### src/rtl/hyperbus_tf_arbiter.sv
`default_nettype none
// ============================================================================
// Module   : hyperbus_tf_arbiter
// Brief    : Round-robin arbiter that lends a single HyperBus PHY transfer
//            port to NumReq requesters, one outstanding transfer at a time,
//            with a configurable read-write-recovery gap between transfers.
// Revision : 1.0 - initial release
// ============================================================================
module hyperbus_tf_arbiter #(
  parameter int NumReq  = 4,
  parameter int TfWidth = 50,
  parameter int IdWidth = $clog2(NumReq)
) (
  input  logic                      clk_i,
  input  logic                      rst_i,
  input  logic [NumReq-1:0]         req_valid_i,
  output logic [NumReq-1:0]         req_ready_o,
  input  logic [NumReq*TfWidth-1:0] req_tf_i,
  output logic                      tf_valid_o,
  input  logic                      tf_ready_i,
  output logic [TfWidth-1:0]        tf_o,
  output logic [IdWidth-1:0]        tf_id_o,
  input  logic                      done_i,
  input  logic [3:0]                cfg_t_rwr_i,
  output logic                      busy_o,
  output logic                      err_o
);

  // Burst length sits right below the write flag at the top of hyper_tf_t.
  localparam int c_BURST_W   = 15;
  localparam int c_BURST_MSB = TfWidth - 2;

  localparam logic [1:0] c_ST_IDLE    = 2'd0;
  localparam logic [1:0] c_ST_ISSUE   = 2'd1;
  localparam logic [1:0] c_ST_BUSY    = 2'd2;
  localparam logic [1:0] c_ST_RECOVER = 2'd3;

  logic [1:0]           state_q,  state_d;
  logic [IdWidth-1:0]   rr_ptr_q, rr_ptr_d;
  logic [TfWidth-1:0]   tf_q,     tf_d;
  logic [IdWidth-1:0]   tf_id_q,  tf_id_d;
  logic [3:0]           cnt_q,    cnt_d;
  logic                 err_q,    err_d;

  logic                 w_any_valid;
  logic [IdWidth-1:0]   w_winner;
  logic [TfWidth-1:0]   w_winner_tf;
  logic [c_BURST_W-1:0] w_winner_burst;
  logic [IdWidth-1:0]   w_ptr_next;

  assign w_any_valid    = |req_valid_i;
  assign w_winner_tf    = req_tf_i[int'(w_winner)*TfWidth +: TfWidth];
  assign w_winner_burst = w_winner_tf[c_BURST_MSB -: c_BURST_W];
  assign w_ptr_next     = (w_winner == IdWidth'(NumReq - 1)) ? '0 : w_winner + IdWidth'(1);

  // Winner search: scan from rr_ptr upward with wrap; the lowest offset wins,
  // so iterating from the far end lets the nearest valid requester overwrite.
  always_comb begin
    int                 j;
    logic [IdWidth-1:0] idx;
    j        = 0;
    idx      = '0;
    w_winner = '0;
    for (int i = NumReq - 1; i >= 0; i--) begin
      j = int'(rr_ptr_q) + i;
      if (j >= NumReq) j = j - NumReq;
      idx = IdWidth'(j);
      if (req_valid_i[idx]) w_winner = idx;
    end
  end

  // State and datapath registers; reset abandons any in-flight transfer.
  always_ff @(posedge clk_i or posedge rst_i) begin
    if (rst_i) begin
      state_q  <= c_ST_IDLE;
      rr_ptr_q <= '0;
      tf_q     <= '0;
      tf_id_q  <= '0;
      cnt_q    <= '0;
      err_q    <= 1'b0;
    end else begin
      state_q  <= state_d;
      rr_ptr_q <= rr_ptr_d;
      tf_q     <= tf_d;
      tf_id_q  <= tf_id_d;
      cnt_q    <= cnt_d;
      err_q    <= err_d;
    end
  end

  // Next-state logic: grant in IDLE, hand off in ISSUE, wait in BUSY, gap in RECOVER.
  always_comb begin
    state_d  = state_q;
    rr_ptr_d = rr_ptr_q;
    tf_d     = tf_q;
    tf_id_d  = tf_id_q;
    cnt_d    = cnt_q;
    err_d    = 1'b0;
    case (state_q)
      c_ST_IDLE: begin
        if (w_any_valid) begin
          rr_ptr_d = w_ptr_next;
          if (w_winner_burst != '0) begin
            tf_d    = w_winner_tf;
            tf_id_d = w_winner;
            state_d = c_ST_ISSUE;
          end else begin
            // Zero-length burst: consume the request but never forward it.
            err_d = 1'b1;
          end
        end
      end
      c_ST_ISSUE: begin
        if (tf_ready_i) state_d = c_ST_BUSY;
      end
      c_ST_BUSY: begin
        if (done_i) begin
          if (cfg_t_rwr_i == 4'd0) begin
            state_d = c_ST_IDLE;
          end else begin
            // Recovery length is captured here so later cfg changes are ignored.
            cnt_d   = cfg_t_rwr_i;
            state_d = c_ST_RECOVER;
          end
        end
      end
      default: begin
        if (cnt_q == 4'd1) begin
          cnt_d   = 4'd0;
          state_d = c_ST_IDLE;
        end else begin
          cnt_d = cnt_q - 4'd1;
        end
      end
    endcase
  end

  // Outputs: ready is gated by reset so it reads zero while rst_i is held.
  always_comb begin
    req_ready_o = '0;
    if (state_q == c_ST_IDLE && w_any_valid && !rst_i) begin
      req_ready_o = NumReq'(1) << w_winner;
    end
    tf_valid_o = (state_q == c_ST_ISSUE);
    busy_o     = (state_q != c_ST_IDLE);
    tf_o       = tf_q;
    tf_id_o    = tf_id_q;
    err_o      = err_q;
  end

endmodule
`default_nettype wire

### config.mk
export PLATFORM = sky130hd
export DESIGN_NAME = hyperbus_tf_arbiter
export DESIGN_NICKNAME = d
export VERILOG_FILES = /design/src/rtl/hyperbus_tf_arbiter.sv
export SDC_FILE = /design/constraint.sdc
export NUM_CORES = 1
export LEC_CHECK = 0
export ABC_AREA = 1
export CAP_MARGIN = 25
export CORE_MARGIN = 2
export CORE_UTILIZATION = 30
export CTS_CLUSTER_SIZE = 25
export DETAILED_ROUTE_END_ITERATION = 7
export PLACE_DENSITY_LB_ADDON = 0.25
export SLEW_MARGIN = 25
export SYNTH_ARGS = -nofsm -noshare
export SYNTH_HDL_FRONTEND = slang
export SYNTH_SLANG_ARGS = --single-unit
### constraint.sdc
create_clock -name clk_i -period 3.1 [get_ports clk_i]
set_input_delay 0.465 -clock clk_i [delete_from_list [all_inputs] [get_ports clk_i]]
set_output_delay 0.465 -clock clk_i [all_outputs]
set_load 0.05 [all_outputs]
Yosys cells after proc, flatten, opt, wreduce, memory -nomap -nowiden
Cells that the tools add are included.
Word-level totals
  bits in latches: 0
  output and inout port bits: 59
  flip-flop bits (word level): 61
  memories: 0
  bits in read-only memories: 0
  bits in writable memories: 0
Cells by class
  bitwise gates (word level): 1
  reductions and logical operators: 14
  add/subtract/negate cells: 9
  divide/modulo/power cells: 0
  eq/ne operators: 9
  shift-type cells: 2
  $lt $le $gt $ge: 8
  multipliers: 1
  muxes and demuxes: 32
Operators by type and width (count)
  variable part select 200 x 9 -> 50 bit: 1
  two-way mux 2 bit: 15
  two-way mux 4 bit: 4
  nonzero test 15 bit: 1
  < comparator 2 x 3 -> 1 bit, second input constant: 4
  >= comparator 3 bit, second input constant: 3
  binary-select mux 1 bit (select 2 bit): 4
  inequality test 2 bit, second input constant: 4
  case mux 4 bit (2 select lines): 1
  subtractor 2 x 1 -> 2 bit, second input constant: 4
  multiplier 2 x 5 -> 7 bit, second input constant: 1
  two-way mux 1 bit: 7
  adder 2 x 2 -> 3 bit, second input constant: 2
  case mux 2 bit (3 select lines): 1
  AND reduction 3 bit: 2
  AND reduction 5 bit: 1
  equality test 2 bit, second input constant: 2
  equality test 4 x 1 -> 1 bit, second input constant: 1
  zero test 4 bit: 1
  nonzero test 4 bit: 1
  OR reduction 4 bit: 1
  << shifter 1 x 2 -> 4 bit, first input constant: 1
  subtractor 4 x 1 -> 4 bit, second input constant: 1
  adder 2 x 1 -> 3 bit, second input constant: 1
  other kinds (11): 12

Longest topological paths before layout
  word-level depth: 15
  mapped depth: 21

Least setup slack after synthesis
OpenSTA, ideal clock, no wires.
  kind: in2out
  start point: in rst_i
  end point: out req_ready_o[0]
  arrival time: 2757 ps
  stages: 3
  setup slack: -122 ps
  buffers on the path: 0
  required time: 2635 ps
  cell sequence: inv_1 -> nand2_1 -> nor2_1
Between the ends
  longest elaborated chain between the ends: 3
RTL lines
  start, declared: RTL line 15  | input logic rst_i,
  zero test 1 bit: RTL line 141  | if (state_q == c_ST_IDLE && w_any_valid && !rst_i) begin
  logical AND 1 bit: RTL line 141
  two-way mux 4 bit: RTL line 141
  end, declared: RTL line 17  | output logic [NumReq-1:0] req_ready_o,
No other way between the ends.

Worst setup path after layout
  start point: in req_valid_i[1]
  end point: out req_ready_o[1]
Between the ends
  longest elaborated chain between the ends: 8
RTL lines
  start, declared: RTL line 16  | input logic [NumReq-1:0] req_valid_i,
  binary-select mux 1 bit (select 2 bit): RTL line 68  | if (req_valid_i[idx]) w_winner = idx;
  two-way mux 1 bit (not written as such): RTL line 68
  two-way mux 2 bit (4 in series): RTL line 68
  << shifter 1 x 2 -> 4 bit: RTL line 142  | req_ready_o = NumReq'(1) << w_winner;
  two-way mux 4 bit *: RTL line 141
Mark *: on every way between the ends. The rest lies on a longest branch, timed or not. The select of a mux whose other input is x is not followed.

==> results_dict.tcl <==
set metrics [dict create \
    num_rows 45 \
    finalWirelength_mm 18.7 \
    clock_tree.root_cell "sky130_fd_sc_hd__clkbuf_16" \
    critPathRequiredTime_ps 2630 \
    synth.avg_cell_area_um2 6.47 \
    floorplan.die.width_um 129 \
    insertedDiodeCount 0 \
    max-clock-path-buffers 2 \
    power.leakage_nw 3.73 \
    initial_detailed_routing_violation_count 360 \
    grt_overflow_total 0 \
    areaGrowthSynthToFinish_pct 74.2 \
    worstPathArrival_ps 2480 \
    total_count_of_max_transition_violations_in_the_final_report 0 \
    dr_wl_cell_um 15.9 \
    grt_setup_unrepaired "false" \
    synthArstFlopShare_pct 100 \
    startpoint_type "input pin" \
    synth.cell_area_mm2 0.00467 \
    globalplace.congestion 0.864 \
    drtAntennaViolNets 0 \
    tightestPinTransition_ps 807 \
    post_route_fraction_of_the_period_consumed_by_the_critical_path_pct 95.1 \
    clock_latency_ps 320 \
    outcome "completed" \
    postPlaceCellArea_mm2 0.00777 \
    floorplan.die.height_um 129 \
    final_nets 1201 \
    cts_hold_repair.buffers 0 \
    power_density_mw_per_mm2 1260 \
    synth_largest_area_cell "sky130_fd_sc_hd__dfrtp_1" \
    hpwl_mm 14.1 \
    grt_start_max_net_pins 62 \
    vias 5788 \
    die_area_mm2 0.0166 \
    post-route-cell-area_mm2 0.00813 \
    syn_inst 721 \
    grt_pass1_vias 5382 \
    max-cap-violations 0 \
    setup_crit_end_kind "output port" \
    dp_cells 1160 \
    portBuffers 270 \
    timing_hold_violations_final 0 \
    synth.area.top_cells "sky130_fd_sc_hd__dfrtp_1, sky130_fd_sc_hd__nand2_1, sky130_fd_sc_hd__o21ai_0" \
    timing.reg2reg.setup_slack_ps 440 \
    synth_top_flop_cell "sky130_fd_sc_hd__dfrtp_1" \
    boundaryPins 271 \
    hp-class "flip-flop to flip-flop" \
    layout.cells.non_filler 1176 \
    ir_worst_vdd_mv 0.482 \
    post_drt_via_cell_ratio 4.92 \
    yosys_register_bits 61 \
    synth.lib_cells_used.distinct 33 \
    clk_pin_slew_ps 50 \
    relSlewSlack_pct 46.2 \
    yosysWarningCount 0 \
    fin_crit_period_ps 2950 \
    core_region_area_mm2 0.0152 \
    layout-drive-gt1-share_pct 7.49 \
    timing.fmax_mhz 339 \
    h_tree_levels 3 \
    synth_enable_flop_cells 0 \
    seq_area_frac_synth_pct 32.7 \
    post-synth-top-area-fraction_pct 32.7 \
    cts_buffers 9 \
    initial_utilization_pct 30.7 \
    synth.net_count 939 \
    finalSetupViolCount 0 \
    remaining_drc_errors 0 \
    mostFrequentLayoutCell "sky130_fd_sc_hd__clkdlybuf4s50_1" \
    cts_tree "yes" \
    tritoncts_num_sinks 61 \
    layout.cells.most_common_list "sky130_fd_sc_hd__clkdlybuf4s50_1, sky130_fd_sc_hd__nand2_1, sky130_fd_sc_hd__nor2_1" \
    fillerInstances 1456 \
    final.setup.tns_ps 0 \
    firstDrtPassIters 4 \
    worstPathMaxFanout 20 \
    grt_first_pass_wirelength_mm 28.4 \
    grt_util_all_layers_pct 21.9 \
    antenna_found_initial 0 \
    clock_skew_ps 5.46 \
    crit_type "input pin to output port" \
]
## through the flow
step / setup WS (ps) / hold WS (ps) / utilization, % / total power, W
3_5_place_dp: -30.6 / 457 / 51.1 / 0.00906
5_1_grt: 8.96 / 487 / 53.5 / 0.0111
6_report: 152 / 467 / 53.5 / 0.0102
4_1_cts: 124 / 470 / 53.5 / 0.0103
3_3_place_gp: 65.8 / 453 / 51.1 / 0.00899
2_1_floorplan: 63.8 / 511 / - / 0.00638
## final timing paths
check | startpoint | endpoint | depth (start not counted)
max | req_valid_i[1] | req_ready_o[1] | 12
max in group asynchronous | rst_i | tf_o[30] | 3
min reg2reg | tf_o[43] | tf_o[43] | 2
min | tf_o[43] | tf_o[43] | 2
min in group asynchronous | rst_i | tf_id_o[0] | 3
max reg2reg | rr_ptr_q[0] | tf_o[49] | 17
## layer usage
metal  track usage (%)  vias up  share of wire (%)
met5                 0        -                  0
met4              6.59        0                2.3
met3              4.95       32                6.0
met2              37.1      190                 51
met1              27.8     2633                 41
li1                  -     2933                  -
## worst max-delay path, cell delays in order
cell and delay (ps):
sky130_fd_sc_hd__clkdlybuf4s50_1 510, sky130_fd_sc_hd__inv_1 70, sky130_fd_sc_hd__nand2_1 70, sky130_fd_sc_hd__nand3_1 100, sky130_fd_sc_hd__buf_4 150, sky130_fd_sc_hd__a21boi_2 190, sky130_fd_sc_hd__nand2b_2 180, sky130_fd_sc_hd__buf_12 160
sky130_fd_sc_hd__ha_1 160, sky130_fd_sc_hd__inv_1 40, sky130_fd_sc_hd__nor2_1 210, sky130_fd_sc_hd__buf_12 180
## area by class of cell
cell class                 count  area (µm²)  share of cell area (%)
multi-input combinational    539        2630                    32.3
clock buffer                  13         270                    3.32
sequential                    61        1530                    18.8
timing repair buffer         307        3130                    38.5
inverter                      65         248                    3.05
tap                          188         235                    2.89
clock inverter                 3        90.1                    1.11
## power by group
group | internal, W | switching (W)
Sequential | 0.00121 | 0.000252
Clock | 0.000851 | 0.000346
Combinational | 0.00281 | 0.00476
## registers in the layout, summed over array words and instances, names as in the netlist
register  count
tf_id_o       2
err_o         1
rr_ptr_q      2
state_q       2
tf_o         50
cnt_q         4
## cells in the mapped netlist, types with 2 or more instances
cell type and number:
sky130_fd_sc_hd__clkbuf_1 29, sky130_fd_sc_hd__inv_1 60, sky130_fd_sc_hd__buf_1 5, sky130_fd_sc_hd__nand2_2 2
sky130_fd_sc_hd__buf_6 5, sky130_fd_sc_hd__inv_2 4, sky130_fd_sc_hd__nand3_1 58, sky130_fd_sc_hd__o21ai_0 78
sky130_fd_sc_hd__buf_2 11, sky130_fd_sc_hd__a31oi_1 2, sky130_fd_sc_hd__nand4_1 54, sky130_fd_sc_hd__nor4_1 2
sky130_fd_sc_hd__ha_1 6, sky130_fd_sc_hd__nor2_1 90, sky130_fd_sc_hd__o22ai_1 35, sky130_fd_sc_hd__nand3b_1 14
sky130_fd_sc_hd__nand2_1 185, sky130_fd_sc_hd__buf_4 6, sky130_fd_sc_hd__dfrtp_1 61
## cells by family (layout without fill, tap and decap cells)
kind of cell / after synthesis / in the layout / share of synthesized area, %
AND/OR/NAND/NOR: 410 / 410 / 39.5
AO/OA/AOI/OAI: 121 / 121 / 14.6
buffers and inverters: 121 / 388 / 11.3
flip-flops: 61 / 61 / 32.7
adder cells (fa/ha/maj): 6 / 6 / 1.61
XOR/XNOR: 2 / 2 / 0.375
## timing repair
action | CTS | global route
resized for setup | 0 | 2
setup endpoints to repair | 0 | 2
buffers inserted | 0 | 0
No activity file was read; power rests on OpenSTA's default activity.
